### config.mk
export PLATFORM = sky130hd
export DESIGN_NAME = aes_sched_flat
export DESIGN_NICKNAME = d
export VERILOG_FILES = /design/src/rtl/aes_sched_pkg.sv /design/src/rtl/aes_sched_if.sv /design/src/rtl/aes_sched_arb.sv /design/src/rtl/aes_sched.sv /design/src/flat_wrapper.sv
export SDC_FILE = /design/constraint.sdc
export NUM_CORES = 1
export LEC_CHECK = 0
export BUFFER_PORTS_ARGS = -buffer_cell sky130_fd_sc_hd__buf_2
export CORE_AREA = 3 3 404 406
export DETAILED_ROUTE_END_ITERATION = 10
export DIE_AREA = 0 0 407 409
export GPL_TIMING_DRIVEN = 0
export PLACE_DENSITY = 0.44
export SLEW_MARGIN = 30
export SYNTH_ARGS = -nofsm -noshare
export SYNTH_HDL_FRONTEND = slang
export SYNTH_SLANG_ARGS = --single-unit
### constraint.sdc
create_clock -name clk -period 2.52 [get_ports clk]
set_input_delay 0.126 -clock clk [delete_from_list [all_inputs] [get_ports clk]]
set_output_delay 0.126 -clock clk [all_outputs]
set_load 0.05 [all_outputs]
### src/rtl/aes_sched_pkg.sv
// aes_sched_pkg: shared definitions for the two-channel AES request scheduler.
//   KEY_S / BLK_S     : key and block widths of the aes_top core
//   TMO_W             : width of the WAIT-state timeout counter
//   sched_state_t     : scheduler FSM encoding (IDLE / ISSUE / WAIT)
//   need_rekey()      : decides whether the core must re-expand its key
package aes_sched_pkg;

    localparam int KEY_S = 128;
    localparam int BLK_S = 128;
    localparam int TMO_W = 8;

    typedef enum logic [1:0] {
        SCHED_IDLE  = 2'd0,
        SCHED_ISSUE = 2'd1,
        SCHED_WAIT  = 2'd2
    } sched_state_t;

    // The expanded key inside the core can be reused only if it is known
    // valid, belongs to the same channel and that channel's key has not
    // been rewritten since it was last expanded.
    function automatic logic need_rekey(
        input logic loaded_vld,
        input logic loaded_ch,
        input logic grant_ch,
        input logic grant_dirty
    );
        return (!loaded_vld) || (loaded_ch != grant_ch) || grant_dirty;
    endfunction

endpackage

### src/rtl/aes_sched_if.sv
// aes_sched_if: requester-side bundle of the scheduler.
//   key_wr/key_in0/key_in1      : per-channel key load
//   req_valid/req_ready/req_data: per-channel block requests
//   res_valid/res_ready/res_data/res_ch : tagged result buffer
//   err/err_clr                 : sticky timeout flag and its clear
// master = requesters/consumer side, slave = scheduler side.
interface aes_sched_if;
    import aes_sched_pkg::*;

    logic [1:0]       key_wr;
    logic [KEY_S-1:0] key_in0;
    logic [KEY_S-1:0] key_in1;
    logic [1:0]       req_valid;
    logic [1:0]       req_ready;
    logic [BLK_S-1:0] req_data0;
    logic [BLK_S-1:0] req_data1;
    logic             res_valid;
    logic             res_ready;
    logic [BLK_S-1:0] res_data;
    logic             res_ch;
    logic             err;
    logic             err_clr;

    modport master (
        output key_wr, key_in0, key_in1,
        output req_valid, req_data0, req_data1,
        output res_ready, err_clr,
        input  req_ready, res_valid, res_data, res_ch, err
    );

    modport slave (
        input  key_wr, key_in0, key_in1,
        input  req_valid, req_data0, req_data1,
        input  res_ready, err_clr,
        output req_ready, res_valid, res_data, res_ch, err
    );

endinterface

### src/rtl/aes_sched_arb.sv
// aes_rr_arb2: two-request round-robin arbiter.
//   clk, reset : clock and synchronous active-high reset
//   i_req      : request vector
//   i_gnt_en   : grants are only issued while this is high
//   o_gnt      : one-hot (or zero) grant, combinational
// The pointer remembers the last granted channel and moves only on a
// grant; it resets to 1 so channel 0 wins the first contention.
module aes_rr_arb2 (
    input  logic       clk,
    input  logic       reset,
    input  logic [1:0] i_req,
    input  logic       i_gnt_en,
    output logic [1:0] o_gnt
);

    logic r_ptr;

    // Grant selection: on contention, the channel not served last wins.
    always_comb begin
        o_gnt = 2'b00;
        if (!i_gnt_en) begin
            o_gnt = 2'b00;
        end else if (i_req == 2'b11) begin
            o_gnt = r_ptr ? 2'b01 : 2'b10;
        end else begin
            o_gnt = i_req;
        end
    end

    // Last-granted pointer.
    always_ff @(posedge clk) begin
        if (reset) begin
            r_ptr <= 1'b1;
        end else if (o_gnt != 2'b00) begin
            r_ptr <= o_gnt[1];
        end else begin
            r_ptr <= r_ptr;
        end
    end

endmodule

### src/rtl/aes_sched.sv
// aes_sched: two-channel scheduler in front of an aes_top core.
//   clk, reset      : clock, synchronous active-high reset
//   bus (slave)     : per-channel keys/requests, tagged result buffer, err
//   aes_en          : one-cycle start pulse to the core
//   aes_key_strobe  : asks the core to re-expand aes_key with this start
//   aes_key         : key operand, held from ISSUE until WAIT exits
//   aes_plaintext   : block operand, held from ISSUE until WAIT exits
//   aes_ciphertext  : core result
//   aes_en_o        : core completion pulse (honoured only in WAIT)
// At most one block is in flight.  A grant needs an empty result buffer
// or one that is being popped in the same cycle.
module aes_sched
    import aes_sched_pkg::*;
#(
    parameter int TIMEOUT_CYCLES = 64
) (
    input  logic             clk,
    input  logic             reset,
    aes_sched_if.slave       bus,
    output logic             aes_en,
    output logic             aes_key_strobe,
    output logic [KEY_S-1:0] aes_key,
    output logic [BLK_S-1:0] aes_plaintext,
    input  logic [BLK_S-1:0] aes_ciphertext,
    input  logic             aes_en_o
);

    localparam logic [TMO_W-1:0] TMO_LIMIT = TMO_W'(TIMEOUT_CYCLES);

    sched_state_t     r_state;
    sched_state_t     w_state_nxt;

    logic [KEY_S-1:0] r_key0;
    logic [KEY_S-1:0] r_key1;
    logic [1:0]       r_key_dirty;
    logic             r_loaded_vld;
    logic             r_loaded_ch;

    logic             r_cur_ch;
    logic [BLK_S-1:0] r_cur_pt;
    logic [KEY_S-1:0] r_cur_key;
    logic             r_aes_en;
    logic             r_aes_key_strobe;
    logic [TMO_W-1:0] r_tmo_cnt;

    logic             r_res_valid;
    logic [BLK_S-1:0] r_res_data;
    logic             r_res_ch;
    logic             r_err;

    logic             w_buf_free;
    logic             w_pop;
    logic             w_gnt_en;
    logic [1:0]       w_gnt;
    logic             w_grant;
    logic             w_gnt_ch;
    logic             w_need;
    logic [TMO_W-1:0] w_tmo_nxt;
    logic             w_done;
    logic             w_abort;

    aes_rr_arb2 u_arb (
        .clk      (clk),
        .reset    (reset),
        .i_req    (bus.req_valid),
        .i_gnt_en (w_gnt_en),
        .o_gnt    (w_gnt)
    );

    // Grant qualification, re-key decision and WAIT exit conditions.
    always_comb begin
        w_pop     = r_res_valid & bus.res_ready;
        w_buf_free = (~r_res_valid) | bus.res_ready;
        w_gnt_en  = (r_state == SCHED_IDLE) & w_buf_free;
        w_grant   = (w_gnt != 2'b00);
        w_gnt_ch  = w_gnt[1];
        w_need    = need_rekey(r_loaded_vld, r_loaded_ch, w_gnt_ch,
                               r_key_dirty[w_gnt_ch]);
        w_tmo_nxt = r_tmo_cnt + TMO_W'(1);
        w_done    = (r_state == SCHED_WAIT) & aes_en_o;
        // Completion in the final allowed cycle beats the abort.
        w_abort   = (r_state == SCHED_WAIT) & (~aes_en_o) &
                    (w_tmo_nxt == TMO_LIMIT);
    end

    // Next-state logic.
    always_comb begin
        w_state_nxt = r_state;
        case (r_state)
            SCHED_IDLE: begin
                if (w_grant) begin
                    w_state_nxt = SCHED_ISSUE;
                end else begin
                    w_state_nxt = SCHED_IDLE;
                end
            end
            SCHED_ISSUE: begin
                w_state_nxt = SCHED_WAIT;
            end
            SCHED_WAIT: begin
                if (w_done || w_abort) begin
                    w_state_nxt = SCHED_IDLE;
                end else begin
                    w_state_nxt = SCHED_WAIT;
                end
            end
            default: begin
                w_state_nxt = SCHED_IDLE;
            end
        endcase
    end

    // State register.
    always_ff @(posedge clk) begin
        if (reset) begin
            r_state <= SCHED_IDLE;
        end else begin
            r_state <= w_state_nxt;
        end
    end

    // Channel key storage; a write on the granted channel keeps it dirty.
    always_ff @(posedge clk) begin
        if (reset) begin
            r_key0      <= {KEY_S{1'b0}};
            r_key1      <= {KEY_S{1'b0}};
            r_key_dirty <= 2'b00;
        end else begin
            if (bus.key_wr[0]) begin
                r_key0         <= bus.key_in0;
                r_key_dirty[0] <= 1'b1;
            end else if (w_grant && !w_gnt_ch) begin
                r_key_dirty[0] <= 1'b0;
            end else begin
                r_key_dirty[0] <= r_key_dirty[0];
            end
            if (bus.key_wr[1]) begin
                r_key1         <= bus.key_in1;
                r_key_dirty[1] <= 1'b1;
            end else if (w_grant && w_gnt_ch) begin
                r_key_dirty[1] <= 1'b0;
            end else begin
                r_key_dirty[1] <= r_key_dirty[1];
            end
        end
    end

    // Operand capture on grant; the pre-write key is the one used.
    always_ff @(posedge clk) begin
        if (reset) begin
            r_cur_ch  <= 1'b0;
            r_cur_pt  <= {BLK_S{1'b0}};
            r_cur_key <= {KEY_S{1'b0}};
        end else if (w_grant) begin
            r_cur_ch  <= w_gnt_ch;
            r_cur_pt  <= w_gnt_ch ? bus.req_data1 : bus.req_data0;
            r_cur_key <= w_gnt_ch ? r_key1 : r_key0;
        end else begin
            r_cur_ch  <= r_cur_ch;
            r_cur_pt  <= r_cur_pt;
            r_cur_key <= r_cur_key;
        end
    end

    // Start pulse and key strobe, high for exactly the ISSUE cycle.
    always_ff @(posedge clk) begin
        if (reset) begin
            r_aes_en         <= 1'b0;
            r_aes_key_strobe <= 1'b0;
        end else begin
            r_aes_en         <= w_grant;
            r_aes_key_strobe <= w_grant & w_need;
        end
    end

    // Tracks which channel's key the core currently holds expanded.
    always_ff @(posedge clk) begin
        if (reset) begin
            r_loaded_vld <= 1'b0;
            r_loaded_ch  <= 1'b0;
        end else if (r_state == SCHED_ISSUE) begin
            r_loaded_vld <= 1'b1;
            r_loaded_ch  <= r_cur_ch;
        end else if (w_abort) begin
            // A core that never finished may hold a half-expanded key.
            r_loaded_vld <= 1'b0;
            r_loaded_ch  <= r_loaded_ch;
        end else begin
            r_loaded_vld <= r_loaded_vld;
            r_loaded_ch  <= r_loaded_ch;
        end
    end

    // WAIT-cycle counter.
    always_ff @(posedge clk) begin
        if (reset) begin
            r_tmo_cnt <= {TMO_W{1'b0}};
        end else if (r_state == SCHED_ISSUE) begin
            r_tmo_cnt <= {TMO_W{1'b0}};
        end else if (r_state == SCHED_WAIT) begin
            r_tmo_cnt <= w_tmo_nxt;
        end else begin
            r_tmo_cnt <= r_tmo_cnt;
        end
    end

    // One-entry tagged result buffer.
    always_ff @(posedge clk) begin
        if (reset) begin
            r_res_valid <= 1'b0;
            r_res_data  <= {BLK_S{1'b0}};
            r_res_ch    <= 1'b0;
        end else if (w_done) begin
            r_res_valid <= 1'b1;
            r_res_data  <= aes_ciphertext;
            r_res_ch    <= r_cur_ch;
        end else if (w_pop) begin
            r_res_valid <= 1'b0;
        end else begin
            r_res_valid <= r_res_valid;
        end
    end

    // Sticky timeout flag; a new timeout beats a simultaneous clear.
    always_ff @(posedge clk) begin
        if (reset) begin
            r_err <= 1'b0;
        end else if (w_abort) begin
            r_err <= 1'b1;
        end else if (bus.err_clr) begin
            r_err <= 1'b0;
        end else begin
            r_err <= r_err;
        end
    end

    assign bus.req_ready   = w_gnt;
    assign bus.res_valid   = r_res_valid;
    assign bus.res_data    = r_res_data;
    assign bus.res_ch      = r_res_ch;
    assign bus.err         = r_err;
    assign aes_en          = r_aes_en;
    assign aes_key_strobe  = r_aes_key_strobe;
    assign aes_key         = r_cur_key;
    assign aes_plaintext   = r_cur_pt;

endmodule

### src/flat_wrapper.sv
// flat-port wrapper written by rule: the top's interface ports become plain ports
module aes_sched_flat import aes_sched_pkg::*;
#(
    parameter int TIMEOUT_CYCLES = 64
)
  (clk, reset, aes_en, aes_key_strobe, aes_key, aes_plaintext, aes_ciphertext, aes_en_o, bus_key_wr, bus_key_in0, bus_key_in1, bus_req_valid, bus_req_data0, bus_req_data1, bus_res_ready, bus_err_clr, bus_req_ready, bus_res_valid, bus_res_data, bus_res_ch, bus_err);
  aes_sched_if bus_i ();
  input  logic clk;
  input  logic reset;
  output logic aes_en;
  output logic aes_key_strobe;
  output logic [KEY_S-1:0] aes_key;
  output logic [BLK_S-1:0] aes_plaintext;
  input  logic [BLK_S-1:0] aes_ciphertext;
  input  logic aes_en_o;
  input wire logic [$bits(bus_i.key_wr)-1:0] bus_key_wr;
  input wire logic [$bits(bus_i.key_in0)-1:0] bus_key_in0;
  input wire logic [$bits(bus_i.key_in1)-1:0] bus_key_in1;
  input wire logic [$bits(bus_i.req_valid)-1:0] bus_req_valid;
  input wire logic [$bits(bus_i.req_data0)-1:0] bus_req_data0;
  input wire logic [$bits(bus_i.req_data1)-1:0] bus_req_data1;
  input wire logic [$bits(bus_i.res_ready)-1:0] bus_res_ready;
  input wire logic [$bits(bus_i.err_clr)-1:0] bus_err_clr;
  output wire logic [$bits(bus_i.req_ready)-1:0] bus_req_ready;
  output wire logic [$bits(bus_i.res_valid)-1:0] bus_res_valid;
  output wire logic [$bits(bus_i.res_data)-1:0] bus_res_data;
  output wire logic [$bits(bus_i.res_ch)-1:0] bus_res_ch;
  output wire logic [$bits(bus_i.err)-1:0] bus_err;
  assign bus_i.key_wr = bus_key_wr;
  assign bus_i.key_in0 = bus_key_in0;
  assign bus_i.key_in1 = bus_key_in1;
  assign bus_i.req_valid = bus_req_valid;
  assign bus_i.req_data0 = bus_req_data0;
  assign bus_i.req_data1 = bus_req_data1;
  assign bus_i.res_ready = bus_res_ready;
  assign bus_i.err_clr = bus_err_clr;
  assign bus_req_ready = bus_i.req_ready;
  assign bus_res_valid = bus_i.res_valid;
  assign bus_res_data = bus_i.res_data;
  assign bus_res_ch = bus_i.res_ch;
  assign bus_err = bus_i.err;
  aes_sched #(.TIMEOUT_CYCLES(TIMEOUT_CYCLES)) u_core (.clk(clk), .reset(reset), .bus(bus_i), .aes_en(aes_en), .aes_key_strobe(aes_key_strobe), .aes_key(aes_key), .aes_plaintext(aes_plaintext), .aes_ciphertext(aes_ciphertext), .aes_en_o(aes_en_o));
endmodule
==> impl_metrics.ini, run 1 <==
[run_status]
status = finished, violations left
violations = setup timing

[clocking]
cts_sinks = 661
cts_root_buffer = clkbuf_16
insertion_delay_ns = 0.68
cts_tree = built
cts_buffers = 84
clk_pin_slew_ns = 0.07
cts_buffer_depth = 3
htree_levels = 3

[power]
ir_drop_mv = 0.458
leakage_nw = 19.7
p_per_area_mw_per_mm2 = 702
power_mw = 31.5

[routing]
drt-wirelength-per-cell_um = 25.6
ant_nets = 0
viasPerCell = 4.59
drt_iter0_markers = 2756
vias = 31200
wirelength_mm = 174
route.detailed.drc = 0
drt_first_pass_iters = 5

[global_routing]
grt_util_all_layers_pct = 19.9
grt_pass1_vias = 31500
grt_pass1_wl_mm = 240
grt_max_degree = 14
antenna_found_initial = 46
grt-ovfl-total = 0

[floorplan]
die_y_um = 409
core_area_sq_mm = 0.160
die_area_sq_mm = 0.166
io_pins = 1040
initial_core_util_pct = 16.9
chipWidth_um = 407
rows = 147

[worst_setup_path]
crit_required_ns = 2.39
cp-endpoint = bus_req_ready[0]
critPathLaunch = u_core.r_state[0]$_SDFF_PP0_
cp_common_cell = buf_12
path_class = reg -> out
cp_num_cells = 8
crit_family = buffers and inverters
r2r-start = u_core.r_state[0]$_SDFF_PP0_
cp_cell_sequence = or2_1 -> buf_8 -> buf_16 -> buf_16 -> buf_12 -> nor4_4 -> buf_12 -> buf_12
crit_arrival_ns = 2.47
slowest_delay_ns = 0.36
worst-path-buf-inv = 6
slowest_stage = dfxtp_4
reg2reg_depth = 6
r2r_end = u_core.aes_key[36]$_SDFFE_PP0N_
worstSetupEndpointType = output pin
r2r_slack_ns = 0.04
crit_fanout = 8
start_kind = flip-flop

[timing]
fin_setup_tns_ns = -0.0750
finalHoldViolCount = 0
relSlewSlack_pct = 34.4
tightest_slew_ns = 0.984
whs_ns = 0.0863
fin_crit_sh_pct = 103
finalClockSkew_ns = 0.0341
setup_viol = 1
final-max-slew-violation-count = 0
rsz0062_at_grt = true
fmax_mhz = 385
period_minus_slack_ns = 2.59
fin_ws_ns = -0.0750

[finish]
fin_util_pct = 28.0
final_cells = 6798
layout_common_cells = buf_2, dfxtp_1, dlygate4sd3_1
mostFrequentLayoutCell = buf_2
drive_above_1_share_pct = 28.2
fillers = 17200
fin_area_sq_mm = 0.0448
multiInputGateArea_sq_mm = 0.0124
area_delta_synth_final_pct = 65.9
nets = 5194
seqCellArea_sq_mm = 0.0132

[logic_synthesis]
synth_warnings = 0
ys_seq_area_share_pct = 49.0
synth.mux.area_fraction_pct = 9.49
synth_fp_nets = 3412
yosys.area_share.xor_xnor_pct = 0.0324
ys_seq_elements = 661
synth_fa_ha_area_share_pct = 0.0463
syn_avg_cell_area_sq_um = 9.78
synth_area_sq_mm = 0.0270
synth_top_family_by_area = compound AO/OA/AOI/OAI gates
synth-simple-area-share_pct = 13.0
synth_cells = 2762
synthDistinctLibCells = 43
synth_compound_area_share_pct = 23.3

[place]
pre_cts_ws_ns = -0.871
dp_cells = 5962
placed_area_sq_mm = 0.0350
io_buffers = 1037
place_congestion = 1.03
place_hpwl_mm = 134

[min_path]
min_path_type = in -> reg
min-delay-start = bus_key_wr[0]

[job]
maxCapViolations = 0
==> worst min path at each step <==
| stage | to | cells past startpoint | slack, ns |
|---|---|---|---|
| after floorplan | u_core.bus.res_data[0]$_SDFFE_PP0P_ | 2 | 0.26 |
| after global placement | u_core.r_key1[105]$_SDFFE_PP0P_ | 3 | 0.36 |
| after detailed placement | u_core.r_key1[0]$_SDFFE_PP0P_ | 3 | 0.37 |
| after CTS | u_core.r_key0[4]$_SDFFE_PP0P_ | 4 | 0.01 |
| after global routing | u_core.r_key0[1]$_SDFFE_PP0P_ | 4 | 0.08 |
| final | u_core.r_key0[4]$_SDFFE_PP0P_ | 4 | 0.09 |
==> cell usage after synthesis <==
master     count  area, sq um
buf_2         35          175
o311a_1      128         1280
clkbuf_2       9         45.0
buf_6          4         45.0
or2_2          2         12.5
nor4_1         6         37.5
o2bb2ai_1      2         17.5
o21ai_0        6         30.0
a221o_1      128         1280
nand2b_1       5         31.3
nand4b_1       1         8.76
xnor2_1        1         8.76
or4b_1       128         1280
nand2_1      263          987
a32o_1         1         10.0
a211oi_1       1         7.51
buf_1         43          161
and3b_1        1         8.76
nor3_1         2         10.0
clkbuf_1     255          957
nor2b_1        3         18.8
dfxtp_1      661        13200
o311ai_0       2         17.5
o31ai_1      131          983
nor4b_1        1         8.76
a21bo_2        1         10.0
o21a_1         1         7.51
nand4_1        1         6.26
nand3b_1       5         37.5
inv_1          6         22.5
inv_2          1         3.75
nor2_1       261          980
a31oi_1      128          801
a311oi_1     128         1120
or4_1          1         7.51
mux2i_1      256         2560
ha_1           1         12.5
a21boi_0       1         7.51
nand3_1        5         25.0
o211a_1        1         10.0
a21oi_1      140          701
or3_1          5         31.3
or2_1          1         6.26
==> sequential cells by signal (all words and copies together), names as in the netlist, 2 cells and up <==
| register | count |
|---|---|
| u_core.r_tmo_cnt | 8 |
| u_core.bus.res_data | 128 |
| u_core.r_state | 2 |
| u_core.r_key0 | 128 |
| u_core.aes_key | 128 |
| u_core.r_key1 | 128 |
| u_core.aes_plaintext | 128 |
| u_core.r_key_dirty | 2 |
==> per-layer routing <==
layer	global-route usage (%)	up-vias	share of wire, %
met5	0	-	0.064
met4	7.67	18	3.8
met3	5.29	321	8.2
met2	32.2	1466	45
met1	25.2	15200	42
li1	-	14200	-
==> area by class of cell <==
| cell class | count | area share [%] |
|---|---|---|
| antenna | 25 | 0.140 |
| buffer | 343 | 3.54 |
| clock buffer | 124 | 5.52 |
| clock inverter | 31 | 0.882 |
| inverter | 7 | 0.0698 |
| multi-input combinational | 1748 | 27.8 |
| sequential | 661 | 29.5 |
| tap | 2160 | 6.03 |
| timing repair buffer | 1699 | 26.5 |
==> logic make-up (layout without fill, tap and decap cells) <==
group / after synthesis / in the layout
AO/OA/AOI/OAI: 799 / 799
XOR/XNOR: 1 / 1
adder cells (fa/ha/maj): 1 / 1
buffers and inverters: 353 / 2204
flip-flops: 661 / 661
multiplexers: 256 / 256
other: 0 / 25
AND/OR/NAND/NOR: 691 / 691
==> worst reg2reg max path, cell delays in order, from the launching register on <==
cell and delay, ns:
dfxtp_4 0.36, or2_1 0.23, buf_8 0.16, nor4_4 0.51, buf_4 0.42, clkbuf_1 0.50
a221o_1 0.24
==> report_power, final <==
part           total, mW  switching, mW  internal [mW]  leakage [nW]
combinational       7.14           4.69           2.45          12.9
sequential          11.7          0.495           11.2          5.43
clock               12.7           5.20           7.46          1.42
total               31.5           10.4           21.1          19.7
==> timing repair <==
action	4_1_cts	5_1_grt
pin swaps	3	2
endpoints found under the hold margin	516	0
buffers inserted	11	2
resized for setup	68	31
hold buffers	643	0
setup endpoints to repair	262	143
No activity file was read; power rests on OpenSTA's default activity.
==> run 2: changes to the inputs <==
- RECOVER_POWER: not set -> 25
==> impl_metrics.ini, run 2 (synthesized netlist as in run 1, its figures left out) <==
[run_status]
status = finished, violations left
violations = setup timing

[floorplan]
initial_core_util_pct = 16.9
core_area_sq_mm = 0.160
die_y_um = 409
chipWidth_um = 407
die_area_sq_mm = 0.166
rows = 147
io_pins = 1040

[global_routing]
grt_pass1_vias = 31500
antenna_found_initial = 46
grt_pass1_wl_mm = 240
grt_max_degree = 14
grt_util_all_layers_pct = 19.9
grt-ovfl-total = 0

[min_path]
min_path_type = in -> reg
hold_depth = 4

[routing]
viasPerCell = 4.58
m1WireLength_mm = 74.1
drt-wirelength-per-cell_um = 25.6
wl_met3_mm = 14.1
wl_met2_mm = 78.8
route.detailed.drc = 0
ant_nets = 0
top_layer_used = met5
drt_first_pass_iters = 7
vias = 31200
drt_iter0_markers = 2788
wirelength_mm = 174

[clocking]
cts_tree = built
cts_buffers = 84
cts_root_buffer = clkbuf_16
clk_pin_slew_ns = 0.07
cts_buffer_depth = 3
cts_sinks = 661
insertion_delay_ns = 0.68
htree_levels = 3

[place]
place_congestion = 1.03
placed_area_sq_mm = 0.0350
io_buffers = 1037
pre_cts_ws_ns = -0.871
place_hpwl_mm = 134

[timing]
fmax_mhz = 385
setup_viol = 1
final-max-slew-violation-count = 0
finalHoldViolCount = 0
fin_ws_ns = -0.0802
finalClockSkew_ns = 0.0343
rsz0062_at_grt = true
period_minus_slack_ns = 2.60
tightest_slew_ns = 1.09
fin_crit_sh_pct = 103
relSlewSlack_pct = 27.6

[worst_setup_path]
crit_fanout = 8
slowest_delay_ns = 0.36
crit_required_ns = 2.39
crit_arrival_ns = 2.47
path_class = reg -> out
start_kind = flip-flop
cp_cell_sequence = or2_1 -> buf_8 -> buf_16 -> buf_16 -> buf_12 -> nor4_4 -> buf_12 -> buf_12
cp_common_cell = buf_12
reg2reg_depth = 6
worstSetupEndpointType = output pin
slowest_stage = dfxtp_4

[power]
switching_power_mw = 10.4
seqPwrFrac_pct = 37.2
ir_drop_mv = 0.455
clockPowerShare_pct = 40.3
sw_frac_of_total_pct = 33.1
p_int_mw = 21.0
leakage_nw = 18.9
p_per_area_mw_per_mm2 = 705
power_frac_comb_pct = 22.6

[finish]
area_delta_synth_final_pct = 65.0
mostFrequentLayoutCell = buf_2
seqCellArea_sq_mm = 0.0132
drive_above_1_share_pct = 24.0
multiInputGateArea_sq_mm = 0.0124
layout_common_cells = buf_2, dfxtp_1, dlygate4sd3_1
fillers = 17300
nets = 5194
fin_area_sq_mm = 0.0446

[job]
maxCapViolations = 0
## run 2: cell count changes in the layout (fill, tap and decap cells not counted), sizes merged
| cell | previous run | this run |
|---|---|---|
| clkbuf | 389 | 579 |
| buf | 1134 | 944 |
## run 2: metrics by stage
| step | std cells | power [mW] | hold slack, ns | utilization, % | TNS (ns) |
|---|---|---|---|---|---|
| 6_report | 6798 | 31.4 | 0.0838 | 27.8 | -0.0802 |
| 5_1_grt | 6786 | 32.5 | 0.0781 | 27.8 | -6.27 |
| 4_1_cts | 6769 | 31.7 | 0.0103 | 27.9 | -10.53 |
| 3_5_place_dp | 5962 | 18.0 | 0.367 | 21.9 | -152.01 |
| 3_3_place_gp | 5959 | 17.9 | 0.360 | 21.8 | -524.25 |
| 2_1_floorplan | 2762 | 15.4 | 0.262 | - | 0 |
## run 2: worst max-delay path: cells and delay by family, from the launching register on
| kind | cells | cell delay [ns] |
|---|---|---|
| buffers and inverters | 6 | 0.89 |
| flip-flops | 1 | 0.36 |
| AND/OR/NAND/NOR | 2 | 0.53 |
## run 2: power by group through the flow
| stage | Combinational, mW | Clock (mW) | Sequential (mW) |
|---|---|---|---|
| 2_1_floorplan | 2.09 | 0 | 13.3 |
| 3_5_place_dp | 6.09 | 0 | 11.9 |
| 4_1_cts | 7.10 | 13.0 | 11.6 |
| 3_3_place_gp | 6.07 | 0 | 11.9 |
| 5_1_grt | 7.45 | 13.4 | 11.7 |
| 6_report | 7.08 | 12.7 | 11.7 |
## run 2: area by class of cell
class                   instances  area share (%)
plain buffers                 343            3.55
diodes                         25           0.140
well taps                    2160            6.06
clock inverters                31           0.887
flip-flops and latches        661            29.7
inverters                       7          0.0702
clock buffers                 124            5.55
multi-input cells            1748            27.9
repair buffers               1699            26.1
## run 2: final timing paths
path | end | start | slack [ns]
min | u_core.r_key0[4]$_SDFFE_PP0P_ | bus_key_wr[0] | 0.08
min reg2reg | u_core.bus.res_data[100]$_SDFFE_PP0P_ | u_core.bus.res_data[100]$_SDFFE_PP0P_ | 0.45
max | bus_req_ready[0] | u_core.r_state[0]$_SDFF_PP0_ | -0.08
max reg2reg | u_core.aes_key[36]$_SDFFE_PP0N_ | u_core.r_state[0]$_SDFF_PP0_ | 0.08
## run 2: routing by layer
metal  global-route usage [%]  up-vias
li1                         -    14200
met1                     25.2    15100
met2                     32.2     1473
met3                     5.29      333
met4                     7.67       20
met5                        0        -
## run 2: repair_timing
item | CTS | global route
hold buffers | 643 | 0
resized for setup | 68 | 31
hold endpoints to repair | 516 | 0
setup buffers | 11 | 2
endpoints found under the setup margin | 262 | 143
pin swaps | 3 | 2
